$ cat src/rtl/cfg_pkg.sv
// ----------------------------------------------------------------------------
// cfg_pkg
// Shared definitions for the timer preset configuration controller.
//   - cfg_state_e : controller FSM states
//   - SLOT_*      : preset slot indices
//   - DEF_*       : power-on preset values in seconds
//   - MAX_VAL / MIN_VAL : clamp limits applied while editing
// Used by preset_cfg_ctrl and sat_step_adder.
// ----------------------------------------------------------------------------
package cfg_pkg;

    typedef enum logic [1:0] {
        IDLE   = 2'd0,
        SELECT = 2'd1,
        EDIT   = 2'd2,
        COMMIT = 2'd3
    } cfg_state_e;

    localparam int SLOT_WORK    = 0;
    localparam int SLOT_CLEAN   = 1;
    localparam int SLOT_GESTURE = 2;
    localparam int SLOT_COUNT   = 3;

    localparam int DEF_WORK    = 3600;
    localparam int DEF_CLEAN   = 180;
    localparam int DEF_GESTURE = 60;
    localparam int DEF_COUNT   = 5;

    localparam int MAX_VAL = 5999;
    localparam int MIN_VAL = 1;

endpackage

$ cat src/rtl/sat_step_adder.sv
// ----------------------------------------------------------------------------
// sat_step_adder
// Purely combinational saturating add/subtract used by the edit shadow.
// Ports:
//   value  in  W    current shadow value
//   step   in  4    magnitude in seconds (0 behaves as 1)
//   dir    in  1    1 = increment, 0 = decrement
//   result out W+1  value +/- step clamped to [MIN_VAL, MAX_VAL]
// ----------------------------------------------------------------------------
module sat_step_adder
    import cfg_pkg::*;
#(
    parameter int W       = 16,
    parameter int MAX_LIM = MAX_VAL,
    parameter int MIN_LIM = MIN_VAL
) (
    input  logic [W-1:0] value,
    input  logic [3:0]   step,
    input  logic         dir,
    output logic [W:0]   result
);

    logic [W:0] value_ext;
    logic [W:0] step_ext;
    logic [W:0] sum;
    logic [W:0] max_ext;
    logic [W:0] min_ext;

    // One extra bit of headroom means the sum can never wrap; the
    // decrement side compares before subtracting so it cannot underflow.
    always_comb begin
        value_ext = {1'b0, value};
        step_ext  = (step == 4'd0) ? (W+1)'(1) : (W+1)'(step);
        max_ext   = (W+1)'(MAX_LIM);
        min_ext   = (W+1)'(MIN_LIM);
        sum       = value_ext + step_ext;
        if (dir) begin
            result = (sum > max_ext) ? max_ext : sum;
        end else begin
            result = (value_ext < step_ext + min_ext) ? min_ext
                                                      : value_ext - step_ext;
        end
    end

endmodule

$ cat src/rtl/preset_cfg_ctrl.sv
// ----------------------------------------------------------------------------
// preset_cfg_ctrl
// Owns the four timer presets (work limit, self-clean, gesture window,
// countdown) and runs the select / edit / commit sequence from single-cycle
// button pulses. Committed presets only change on a COMMIT cycle (or a
// restore), so timers never observe a half-edited value.
//
// Optional feature macro: PRESET_RESTORE_EN
//   When defined, adds input restore_def which reloads all defaults from
//   IDLE or SELECT.
//
// Ports:
//   clk               in   system clock
//   reset             in   asynchronous active-low reset
//   set_req           in   enter configuration mode (IDLE only)
//   sel_next          in   advance selected slot 0->1->2->3->0
//   step[3:0]         in   inc/dec magnitude in seconds, 0 treated as 1
//   inc / dec         in   adjust the edit shadow
//   confirm / cancel  in   descend/commit or back out
//   restore_def       in   (PRESET_RESTORE_EN only) reload defaults
//   preset0..preset3  out  committed presets
//   edit_val          out  shadow value under edit
//   sel               out  selected slot
//   cfg_busy          out  high whenever not IDLE
//   cfg_done          out  one-cycle pulse after a commit or restore
// ----------------------------------------------------------------------------
module preset_cfg_ctrl
    import cfg_pkg::*;
#(
    parameter int W       = 16,
    parameter int DEF0    = DEF_WORK,
    parameter int DEF1    = DEF_CLEAN,
    parameter int DEF2    = DEF_GESTURE,
    parameter int DEF3    = DEF_COUNT,
    parameter int MAX_VAL = cfg_pkg::MAX_VAL,
    parameter int MIN_VAL = cfg_pkg::MIN_VAL
) (
    input  logic         clk,
    input  logic         reset,
    input  logic         set_req,
    input  logic         sel_next,
    input  logic [3:0]   step,
    input  logic         inc,
    input  logic         dec,
    input  logic         confirm,
    input  logic         cancel,
`ifdef PRESET_RESTORE_EN
    input  logic         restore_def,
`endif
    output logic [W-1:0] preset0,
    output logic [W-1:0] preset1,
    output logic [W-1:0] preset2,
    output logic [W-1:0] preset3,
    output logic [W-1:0] edit_val,
    output logic [1:0]   sel,
    output logic         cfg_busy,
    output logic         cfg_done
);

    cfg_state_e   state;
    cfg_state_e   state_next;
    logic [W-1:0] presets [4];
    logic [W:0]   step_result;
    logic         restore_req;
    logic         do_sel_rst;
    logic         do_sel_adv;
    logic         do_load;
    logic         do_step;
    logic         do_commit;
    logic         do_restore;

`ifdef PRESET_RESTORE_EN
    assign restore_req = restore_def;
`else
    assign restore_req = 1'b0;
`endif

    // inc is only consulted when it is the acting pulse, so it doubles as
    // the direction select (dec acts only when inc is low).
    sat_step_adder #(
        .W       (W),
        .MAX_LIM (MAX_VAL),
        .MIN_LIM (MIN_VAL)
    ) u_adder (
        .value  (edit_val),
        .step   (step),
        .dir    (inc),
        .result (step_result)
    );

    // State register
    always_ff @(posedge clk or negedge reset) begin
        if (!reset) begin
            state <= IDLE;
        end else begin
            state <= state_next;
        end
    end

    // Next-state and action decode. Priority within a cycle is
    // cancel > restore > confirm > inc > dec > sel_next; only one acts.
    always_comb begin
        state_next = state;
        do_sel_rst = 1'b0;
        do_sel_adv = 1'b0;
        do_load    = 1'b0;
        do_step    = 1'b0;
        do_commit  = 1'b0;
        do_restore = 1'b0;
        case (state)
            IDLE: begin
                if (restore_req) begin
                    do_restore = 1'b1;
                end else if (set_req) begin
                    state_next = SELECT;
                    do_sel_rst = 1'b1;
                end
            end
            SELECT: begin
                if (cancel) begin
                    state_next = IDLE;
                end else if (restore_req) begin
                    do_restore = 1'b1;
                end else if (confirm) begin
                    state_next = EDIT;
                    do_load    = 1'b1;
                end else if (sel_next) begin
                    do_sel_adv = 1'b1;
                end
            end
            EDIT: begin
                if (cancel) begin
                    state_next = SELECT;
                end else if (confirm) begin
                    state_next = COMMIT;
                end else if (inc || dec) begin
                    do_step = 1'b1;
                end
            end
            COMMIT: begin
                state_next = SELECT;
                do_commit  = 1'b1;
            end
            default: state_next = IDLE;
        endcase
    end

    // Registered datapath and outputs
    always_ff @(posedge clk or negedge reset) begin
        if (!reset) begin
            presets[SLOT_WORK]    <= W'(DEF0);
            presets[SLOT_CLEAN]   <= W'(DEF1);
            presets[SLOT_GESTURE] <= W'(DEF2);
            presets[SLOT_COUNT]   <= W'(DEF3);
            edit_val <= '0;
            sel      <= 2'd0;
            cfg_busy <= 1'b0;
            cfg_done <= 1'b0;
        end else begin
            cfg_busy <= (state_next != IDLE);
            cfg_done <= do_commit | do_restore;
            if (do_restore) begin
                presets[SLOT_WORK]    <= W'(DEF0);
                presets[SLOT_CLEAN]   <= W'(DEF1);
                presets[SLOT_GESTURE] <= W'(DEF2);
                presets[SLOT_COUNT]   <= W'(DEF3);
            end else if (do_commit) begin
                presets[sel] <= edit_val;
            end
            if (do_sel_rst) begin
                sel <= 2'd0;
            end else if (do_sel_adv) begin
                sel <= sel + 2'd1;
            end
            if (do_load) begin
                edit_val <= presets[sel];
            end else if (do_step) begin
                // The adder already clamps; the top bit is a defensive guard.
                edit_val <= step_result[W] ? W'(MAX_VAL) : step_result[W-1:0];
            end
        end
    end

    // Output mapping from registered storage
    assign preset0 = presets[SLOT_WORK];
    assign preset1 = presets[SLOT_CLEAN];
    assign preset2 = presets[SLOT_GESTURE];
    assign preset3 = presets[SLOT_COUNT];

endmodule

$ cat config.mk
export PLATFORM = sky130hd
export DESIGN_NAME = preset_cfg_ctrl
export DESIGN_NICKNAME = d
export VERILOG_FILES = /design/src/rtl/cfg_pkg.sv /design/src/rtl/sat_step_adder.sv /design/src/rtl/preset_cfg_ctrl.sv
export SDC_FILE = /design/constraint.sdc
export NUM_CORES = 1
export LEC_CHECK = 0
export ABC_AREA = 1
export CORE_MARGIN = 4
export CORE_UTILIZATION = 25
export DETAILED_ROUTE_END_ITERATION = 10
export GPL_ROUTABILITY_DRIVEN = 1
export PLACE_DENSITY_LB_ADDON = 0.25
export SLEW_MARGIN = 20
export SYNTH_ARGS = -nofsm -noshare
export SYNTH_HDL_FRONTEND = slang
export SYNTH_HIERARCHICAL = 1
export SYNTH_SLANG_ARGS = --single-unit
$ cat constraint.sdc
create_clock -name clk -period 2.3 [get_ports clk]
set_input_delay 0.23 -clock clk [delete_from_list [all_inputs] [get_ports clk]]
set_output_delay 0.23 -clock clk [all_outputs]
set_load 0.01 [all_outputs]
==> results of run 1 <==
what timing repair did:
action | CTS | global route
endpoints found under the hold margin | 32 | 0
pin swaps | 61 | 59
resized for setup | 44 | 56
endpoints found under the setup margin | 16 | 16
setup buffers | 7 | 10
hold buffers | 1 | 0
gates cloned | 1 | 0
layer usage:
layer  vias up  wire, microns  track usage (%)
met4         0            247             3.77
met1      2610           9500             23.3
met5         -              0                0
met3        16            634             1.98
li1       2799              -                -
met2       102           8260             23.0
logic make-up (layout without fill, tap and decap cells):
family,Yosys count,in the layout,synth area share (%)
fa+ha+maj,19,19,4.54
xor+xnor,18,18,2.97
buf+inv,110,276,8.84
flops,86,86,39.0
compound gates,96,96,9.35
simple gates,450,451,35.3
worst reg2reg max path, stage by stage (launching register included):
cell,delay (ps)
dfrtp_2,450
ha_4,180
fa_2,340
nand2_2,80
nand2_4,80
nand2_4,100
nor2_4,60
xor2_2,190
nor2_2,70
nor3_4,260
buf_6,140
buf_6,80
nand3b_1,70
nand2_1,70
nand2_1,50
nor2_1,90
nand2_1,60
nand3_1,60
state kept, by name (all words and copies together), names as in the netlist:
name	cells
cfg_busy	1
preset3	16
cfg_done	1
sel	2
preset0	16
preset1	16
edit_val	16
state	2
preset2	16
cell usage in the layout (no fill, tap or decap), types with 5 or more instances in the layout:
cell,netlist,layout
nor2_1,51,38
nand3_4,1,5
dfstp_2,14,14
ha_1,17,10
nand2_2,10,23
inv_2,7,14
nor2_4,3,6
nand3_1,80,72
nand2_4,4,9
dfrtp_1,72,70
ha_4,0,5
clkbuf_16,0,9
inv_1,64,57
nand4_1,8,8
nand2_1,275,258
o21ai_0,54,47
o21ai_1,21,28
buf_6,4,11
clkdlybuf4s50_1,0,90
nor2_2,5,15
nand3_2,2,6
xor2_1,17,15
o21bai_1,11,11
buf_4,4,80
power breakdown:
group          internal, uW  switching [uW]  total, uW
combinational          2680            2930       5610
clock                   835             591       1430
sequential             2010             595       2600
metrics by stage:
stage | setup WS, ps | total power (uW) | utilization [%] | TNS, ps | hold WS [ps]
2_1_floorplan | -54.0 | 5020 | - | -463 | -65.6
3_3_place_gp | -675 | 7440 | 33.1 | -10140 | 239
3_5_place_dp | -713 | 7440 | 33.1 | -11060 | 231
4_1_cts | -178 | 9250 | 35.4 | -1890 | 405
5_1_grt | -384 | 10400 | 36.6 | -4890 | 449
6_report | -185 | 9640 | 36.6 | -2010 | 391
Yosys cell counts (11+ instances only):
library cell | instances | area, sq um
dfstp_2 | 14 | 368
ha_1 | 17 | 213
o21ai_0 | 54 | 270
dfrtp_1 | 72 | 1800
o21bai_1 | 11 | 82.6
nor2_1 | 51 | 191
inv_1 | 64 | 240
nand2_1 | 275 | 1030
o21ai_1 | 21 | 105
buf_2 | 23 | 115
nand3_1 | 80 | 400
xor2_1 | 17 | 149
final cells by class:
type | count | area [sq um]
Fill cell | 2356 | 13900
Multi-Input combinational cell | 584 | 3250
Sequential cell | 86 | 2170
Timing Repair Buffer | 187 | 1690
Tap cell | 280 | 350
Inverter | 73 | 277
Clock buffer | 11 | 233
Clock inverter | 5 | 50.0
path summary, 6_finish.rpt:
check                      depth (start not counted)  slack (ps)     endpoint        start
setup / recovery                                  17        -190  edit_val[4]  edit_val[0]
hold / removal                                     2         390  preset3[11]        reset
setup reg to reg                                  17        -190  edit_val[4]  edit_val[0]
hold reg to reg                                    2         480   preset3[2]   preset3[2]
max in group asynchronous                          3        1200   preset3[0]        reset
min in group clk                                   2         480   preset3[2]   preset3[2]
==> results.json, run 1 <==
{
  "layout_worst_path_cycle_share_pct": 108,
  "initial_utilization_pct": 25.4,
  "min_period_ps": 2490,
  "final_net_count": 972,
  "placed_inst_area_sq_um": 7250,
  "tritoncts_num_sinks": 86,
  "cts_htree_levels": 3,
  "synth_ff_type": "dfrtp_1",
  "final-max-slew-violation-count": 0,
  "critical_path_at_ps": 2760,
  "worst_path_most_repeated_cell": "nand2_1",
  "yosysWarningCount": 6,
  "diodes": 0,
  "drtIter0Drc": 372,
  "grt_max_degree": 52,
  "worst_ir_drop_vdd_uv": 476,
  "number_of_buffers_and_inverters_on_the_critical_path": 2,
  "run_status": "complete, but fails checks",
  "final_hold_viol_count": 0,
  "slowest_cell_on_crit_path": "dfrtp_2",
  "standard_cell_core_area_sq_um": 21900,
  "cts.path.max_buffers": 2,
  "final_non_filler_cells": 1226,
  "p_leak_uw": 0.00368,
  "place.gp.congestion": 0.862,
  "wl_microns": 18600,
  "synth_async_sr_flop_share_pct": 100,
  "critPathKind": "register to register",
  "worst_setup_path_end_kind": "register",
  "area_growth_syn_to_layout_pct": 44.2,
  "placement_rows": 54,
  "die_x_microns": 157,
  "count_of_mapped_cells_out_of_synthesis": 779,
  "drt_first_pass_iters": 5,
  "numPlacedInstances": 1193,
  "grt_overflow": 0,
  "clock-root-buffer": "clkbuf_16",
  "synthesis.area_per_instance_sq_um": 7.14,
  "drt-vias-per-instance": 4.51,
  "layout-drive-gt1-share_pct": 23.6,
  "setup_slack_ps": -185,
  "wire_length_of_the_first_global_routing_pass_microns": 30300,
  "timing.critical_path.required_ps": 2570,
  "routed_wire_length_per_instance_microns": 15.2,
  "cp-start-kind": "register",
  "synth_area_sq_um": 5560,
  "synth-edff-count": 0,
  "powerDensity_nw_per_um2": 1200,
  "routed-via-count": 5527,
  "stdcell_area_sq_um": 8020,
  "rsz_0062_raised_after_global_routing": "yes",
  "timing.clock.skew_ps": 4.13,
  "cts_tree": "built",
  "yosys_register_bits": 86,
  "critical_path.max_stage_delay_ps": 450,
  "final_antenna_net_count": 0,
  "top_level_ports": 96,
  "first_global_vias": 5565,
  "synth_nets": 810,
  "critPathTopFamily": "simple AND/OR/NAND/NOR gates",
  "cp_cell_sequence": "ha_4 > fa_2 > nand2_2 > nand2_4 > nand2_4 > nor2_4 > xor2_2 > nor2_2 > nor3_4 > buf_6 > buf_6 > nand3b_1 > nand2_1 > nand2_1 > nor2_1 > nand2_1 > nand3_1",
  "timing_worst_slew_pin_value_ps": 611,
  "gr-usage-all-layers_pct": 15.3,
  "antenna_found_initial": 0,
  "path_clk_slew_ps": 60,
  "placement.io_buffers": 95,
  "clk_latency_ps": 330,
  "floorplan.die.height_microns": 157,
  "ys_types": 38,
  "post_route_drc": 0,
  "dpl.hpwl_microns": 13800,
  "hold_class": "input port to async pin",
  "violations": "setup timing",
  "number_of_buffers_created_by_cts": 9,
  "dieArea_sq_um": 24700,
  "timing.critical_path.fanout_max": 4,
  "fmax_ghz": 0.402,
  "sequential_share_of_the_synthesized_area_pct": 39.0,
  "drv.max_cap_violation_count": 0,
  "timing.final.setup_violations": 16,
  "slew_headroom_pct": 59.1
}
No activity file was read; power rests on OpenSTA's default activity.
==> run 2, diff against run 1 <==
clock period = 2.8 ns   (was 2.3 ns; I/O delays follow)
==> results.json, run 2 (synthesis results as in run 1) <==
{
  "drt_first_pass_iters": 5,
  "worst_setup_path_end_kind": "register",
  "cts_tree": "built",
  "final-max-slew-violation-count": 0,
  "slowest_cell_on_crit_path": "dfrtp_1",
  "min_period_ps": 2550,
  "top_level_ports": 96,
  "die_x_microns": 157,
  "worst_ir_drop_vdd_uv": 366,
  "regToRegEndpoint": "edit_val[12]",
  "most_frequent_standard_cell_in_the_layout_excluding_fill_and_tap_cells": "nand2_1",
  "routed_wire_length_per_instance_microns": 14.8,
  "stdcell_area_sq_um": 7420,
  "worst_path_most_repeated_cell": "nand2_1",
  "worst-r2r-setup-slack_ps": 250,
  "drt-vias-per-instance": 4.49,
  "hold_path_depth": 2,
  "final_antenna_net_count": 0,
  "grt_overflow": 0,
  "powerDensity_nw_per_um2": 959,
  "critical_path_at_ps": 2820,
  "cts.path.max_buffers": 2,
  "hold_class": "register to register",
  "placed_inst_area_sq_um": 7000,
  "final_non_filler_cells": 1184,
  "cp_cell_sequence": "inv_1 > ha_1 > inv_1 > fa_1 > nand2_1 > nand2_1 > a21oi_2 > nand3_2 > nor2_1 > nand2_1 > xor2_1 > o21ai_0 > nor2_1 > o21bai_1 > nand2_1 > nand2_1",
  "critPathKind": "register to register",
  "standard_cell_core_area_sq_um": 21900,
  "timing_worst_slew_pin_value_ps": 637,
  "grt_max_degree": 47,
  "placement.io_buffers": 95,
  "routed-via-count": 5321,
  "post_route_drc": 0,
  "initial_utilization_pct": 25.4,
  "postLayoutCoreUtil_pct": 33.9,
  "mostFrequentLayoutCells": "274 x nand2_1, 90 x clkdlybuf4s50_1, 78 x nand3_1, 71 x dfrtp_1, 63 x inv_1",
  "path_clk_slew_ps": 70,
  "worstReg2RegStart": "edit_val[0]",
  "place.gp.congestion": 0.794,
  "power.sequential.fraction_pct": 31.2,
  "final_hold_viol_count": 0,
  "gr-usage-all-layers_pct": 14.3,
  "reg2reg_depth": 16,
  "netSwitchingPower_uw": 3050,
  "wire_length_of_the_first_global_routing_pass_microns": 28400,
  "cts_htree_levels": 3,
  "fmax_ghz": 0.392,
  "cp-start-kind": "register",
  "slew_headroom_pct": 57.5,
  "numPlacedInstances": 1162,
  "diodes": 0,
  "drtIter0Drc": 322,
  "antenna_found_initial": 0,
  "area_growth_syn_to_layout_pct": 33.3,
  "dpl.hpwl_microns": 13100,
  "timing.critical_path.fanout_max": 4,
  "switching_share_pct": 42.8,
  "hold_start": "preset3[2]",
  "critical_path.max_stage_delay_ps": 420,
  "drv.max_cap_violation_count": 0,
  "tritoncts_num_sinks": 86,
  "layout_worst_path_cycle_share_pct": 91.0,
  "p_leak_uw": 0.00345,
  "clock_network_fraction_of_total_power_pct": 17.0,
  "dieArea_sq_um": 24700,
  "timing.final.setup_violations": 0,
  "final_net_count": 930,
  "fin_total_pwr_uw": 7110,
  "cell_internal_pwr_uw": 4070,
  "timing.clock.skew_ps": 9.72,
  "clock-root-buffer": "clkbuf_16",
  "layout-drive-gt1-share_pct": 14.6,
  "run_status": "completed",
  "wl_microns": 17600,
  "clk_latency_ps": 340,
  "min_delay_worst_endpoint": "preset3[2]",
  "rsz_0062_raised_after_global_routing": "no",
  "floorplan.die.height_microns": 157,
  "first_global_vias": 5168,
  "number_of_buffers_created_by_cts": 9,
  "power_frac_comb_pct": 51.9,
  "placement_rows": 54,
  "timing.critical_path.required_ps": 3070
}
==> run 2: cell count changes in the layout (fill, tap and decap cells not counted), sizes merged <==
cell          previous run  this run
dlygate4sd2              4         0
buf                     92        50
dlymetal6s2s             0         4
clkinvlp                 0         2
clkinv                   5         3
==> run 2: area by class of cell <==
cell class              instances  area (sq um)
multi-input cells             584          2970
clock inverters                 5          58.8
repair buffers                145          1350
well taps                     280           350
fillers                      2389         14500
clock buffers                  11           243
inverters                      73           277
flip-flops and latches         86          2170
==> run 2: per-stage QoR <==
step	hold slack, ps	TNS (ps)	setup WS [ps]
after floorplan	-15.6	0	230
after global placement	343	-5040	-372
after detailed placement	336	-5540	-408
after CTS	496	0	19.0
after global routing	521	0	15.7
final	491	0	251
==> run 2: power by group through the flow <==
stage	registers, uW	clock network [uW]	logic, uW
after global routing	2290	1290	4120
after detailed placement	2240	0	3560
after CTS	2230	1240	3610
after floorplan	2170	0	1940
after global placement	2250	0	3550
final	2220	1210	3690
==> run 2: repair_timing <==
item                       CTS  global route
setup buffers                0             4
hold buffers                 1             0
setup endpoints to repair    9            16
pin swaps                    2            10
gates cloned                 1             0
hold endpoints to repair    37             0
gates resized for setup      3            20
==> run 2: per-layer routing <==
metal / share of wire [%] / vias to the layer above / GRT usage [%]
li1: - / 2726 / -
met1: 52 / 2492 / 21.3
met2: 44 / 94 / 22.2
met3: 3.4 / 9 / 2.09
met4: 0.71 / 0 / 2.70
met5: 0 / - / 0
==> run 2: how the worst max path moves through the flow <==
stage	start	to	slack [ps]	cells past startpoint
finish	edit_val[0]	edit_val[12]	250	16
global route	edit_val[3]	edit_val[3]	20	17
CTS	step[1]	edit_val[9]	20	21
detailed placement	step[1]	edit_val[0]	-410	20
global placement	step[1]	edit_val[9]	-370	20
floorplan	step[1]	edit_val[5]	230	19
==> run 2: critical path: cells and delay by family (launching register included) <==
kind            cells  cell delay [ps]
simple gates        8              740
fa+ha+maj           2              530
compound gates      3              490
flops               1              420
buf+inv             2              160
xor+xnor            1              140
==> RTL change (settings of run 1) <==
Remove the register `cfg_busy`: a continuous assignment takes its place, so the output `cfg_busy` follows one clock earlier.
--- a/src/rtl/preset_cfg_ctrl.sv
+++ b/src/rtl/preset_cfg_ctrl.sv
@@ -154,10 +154,8 @@
             presets[SLOT_COUNT]   <= W'(DEF3);
             edit_val <= '0;
             sel      <= 2'd0;
-            cfg_busy <= 1'b0;
             cfg_done <= 1'b0;
         end else begin
-            cfg_busy <= (state_next != IDLE);
             cfg_done <= do_commit | do_restore;
             if (do_restore) begin
                 presets[SLOT_WORK]    <= W'(DEF0);
@@ -181,6 +179,8 @@
         end
     end
 
+    assign cfg_busy = (state_next != IDLE);
+
     // Output mapping from registered storage
     assign preset0 = presets[SLOT_WORK];
     assign preset1 = presets[SLOT_CLEAN];
Behaviour: not the same (Yosys sat finds a counterexample within 4 cycles, from zero or initial values and one cycle with reset low).
==> RTL change against run 1 <==
  * The flow still finishes with violations (negative setup slack)
  * Synthesized area down 0.13%
  * Highest routed layer unchanged
  * Cell area shrank 0.97%
  * Die area decreased by 0.13%
  * Sequential cell count down 1
  * Global-route usage is 0.63 points lower
  * Wire length decreased by 4.1%
  * Worst setup slack better by 9.0 ps
  * Power down 0.81%
==> RTL change: results (changes against run 1) <==
RUN_STATUS='finished with violations'
FAILED_CHECKS='negative setup slack'
DP_CELL_COUNT=1185  # -0.67%
DRT-TOTAL-WL_UM=17900  # -4.1%
DETAIL_ROUTE.ITER0.VIOLATIONS=259  # -30%
CLOCK-SKEW-FINAL_PS=8.06  # +3.94 ps
YOSYSSEQAREASHARE_PCT=38.6  # -0.40 points
FIRST_GLOBAL_VIAS=5421  # -2.6%
LAYOUT-DRIVE-GT1-SHARE_PCT=24.7  # +1.1 points
FIN_NETS=965  # -0.72%
FIN_WS_PS=-176  # +9.01 ps
P_LEAK_nW=3.63  # -1.2%
SYNTH_TOP_CELLS_BY_AREA='dfrtp_1 32%, nand2_1 19%, nand3_1 7.1%'
SYNTH.LIB_CELLS_USED.DISTINCT=39  # +2.6%
GRT_FIRST_PASS_WIRELENGTH_UM=29300  # -3.4%
PLACE_HPWL_UM=13100  # -5.1%
GRT_USE_TOTAL_PCT=14.7  # -0.63 points
VDD.IR_DROP.WORST_mV=0.484  # +1.7%
DRT-WIRELENGTH-PER-CELL_UM=14.7  # -3.6%
SYNTH_FP_NETS=808  # -0.25%
PLACEDINSTANCEAREA_SQ_UM=7200  # -0.72%
FINALSETUPVIOLCOUNT=12  # -4
POST-PLACE-WS_PS=-707  # +6.30 ps
VIA_PER_INST=4.42  # -1.9%
TIMING.SLEW.HEADROOM_PCT=58.3  # -0.86 points
==> RTL change: cell count changes in the layout (fill, tap and decap cells not counted), sizes merged, moves of 2 or more <==
cell,change
xor2,-3
inv,+5
nand4,-2
nand2,+10
clkinv,-2
o22ai,+5
nor3,-2
nand3b,-2
buf,-6
nor2,-7
o21ai,-4
==> RTL change: per-layer routing <==
metal	GRT usage (%)	vias to the layer above	wire [um]	share of wire (%)
li1	-	2783	-	-
met1	21.8	2493	9060	51
met2	23.0	106	8040	45
met3	1.92	7	614	3.4
met4	2.95	0	151	0.85
met5	0	-	0	0
==> RTL change: logic make-up after synthesis <==
logic type,after synthesis,share of synthesized area (%)
xor gates and xnor gates,16,2.52
AOI/OAI and AO/OA,95,9.32
DFF,85,38.6
buffers and inverters,114,8.94
and+or+nand+nor,448,36.1
adders and majority gates,19,4.55
==> RTL change: power breakdown <==
part	switching, mW	leakage (nW)	internal (mW)
Sequential	0.545	1.09	1.98
Combinational	2.84	2.38	2.60
Clock	0.577	0.163	1.01
Total	3.97	3.63	5.59
==> RTL change: path summary, 6_finish.rpt <==
path,start,end,depth (start not counted),slack [ps]
max reg2reg,edit_val[0]$_DFFE_PN0P_,edit_val[8]$_DFFE_PN0P_,18,-180
min reg2reg,preset2[2]$_DFFE_PN1P_,preset2[2]$_DFFE_PN1P_,2,490
min in group clk,preset2[2]$_DFFE_PN1P_,preset2[2]$_DFFE_PN1P_,2,490
max in group asynchronous,reset,preset2[3]$_DFFE_PN1P_,3,1190
max,edit_val[0]$_DFFE_PN0P_,edit_val[8]$_DFFE_PN0P_,18,-180
min,reset,preset2[12]$_DFFE_PN0P_,2,420
==> RTL change: final cells by class <==
| cell class | count | share of cell area, % |
|---|---|---|
| multi-input cells | 579 | 40.4 |
| clock inverters | 4 | 0.882 |
| well taps | 280 | 4.41 |
| clock buffers | 12 | 3.23 |
| inverters | 78 | 3.78 |
| flip-flops and latches | 85 | 27.1 |
| repair buffers | 181 | 20.3 |
==> RTL change: critical path: stages (launching register included) <==
cell	delay, ps
dfrtp_2	440
inv_2	90
ha_4	140
inv_4	40
fa_2	360
nand2_2	70
nand2_2	60
a21oi_4	140
nand3_2	110
buf_6	150
nor2_4	100
xor2_1	160
o22ai_1	110
inv_1	80
nand2_2	40
nor2_1	90
o21bai_1	80
nand2_1	70
nand2_1	50
==> RTL change: repair_timing <==
action,4_1_cts,5_1_grt
resized for setup,31,50
gates cloned,1,0
pin swaps,46,60
endpoints found under the hold margin,31,0
setup endpoints to repair,16,16
hold buffers,1,0
setup buffers,7,9
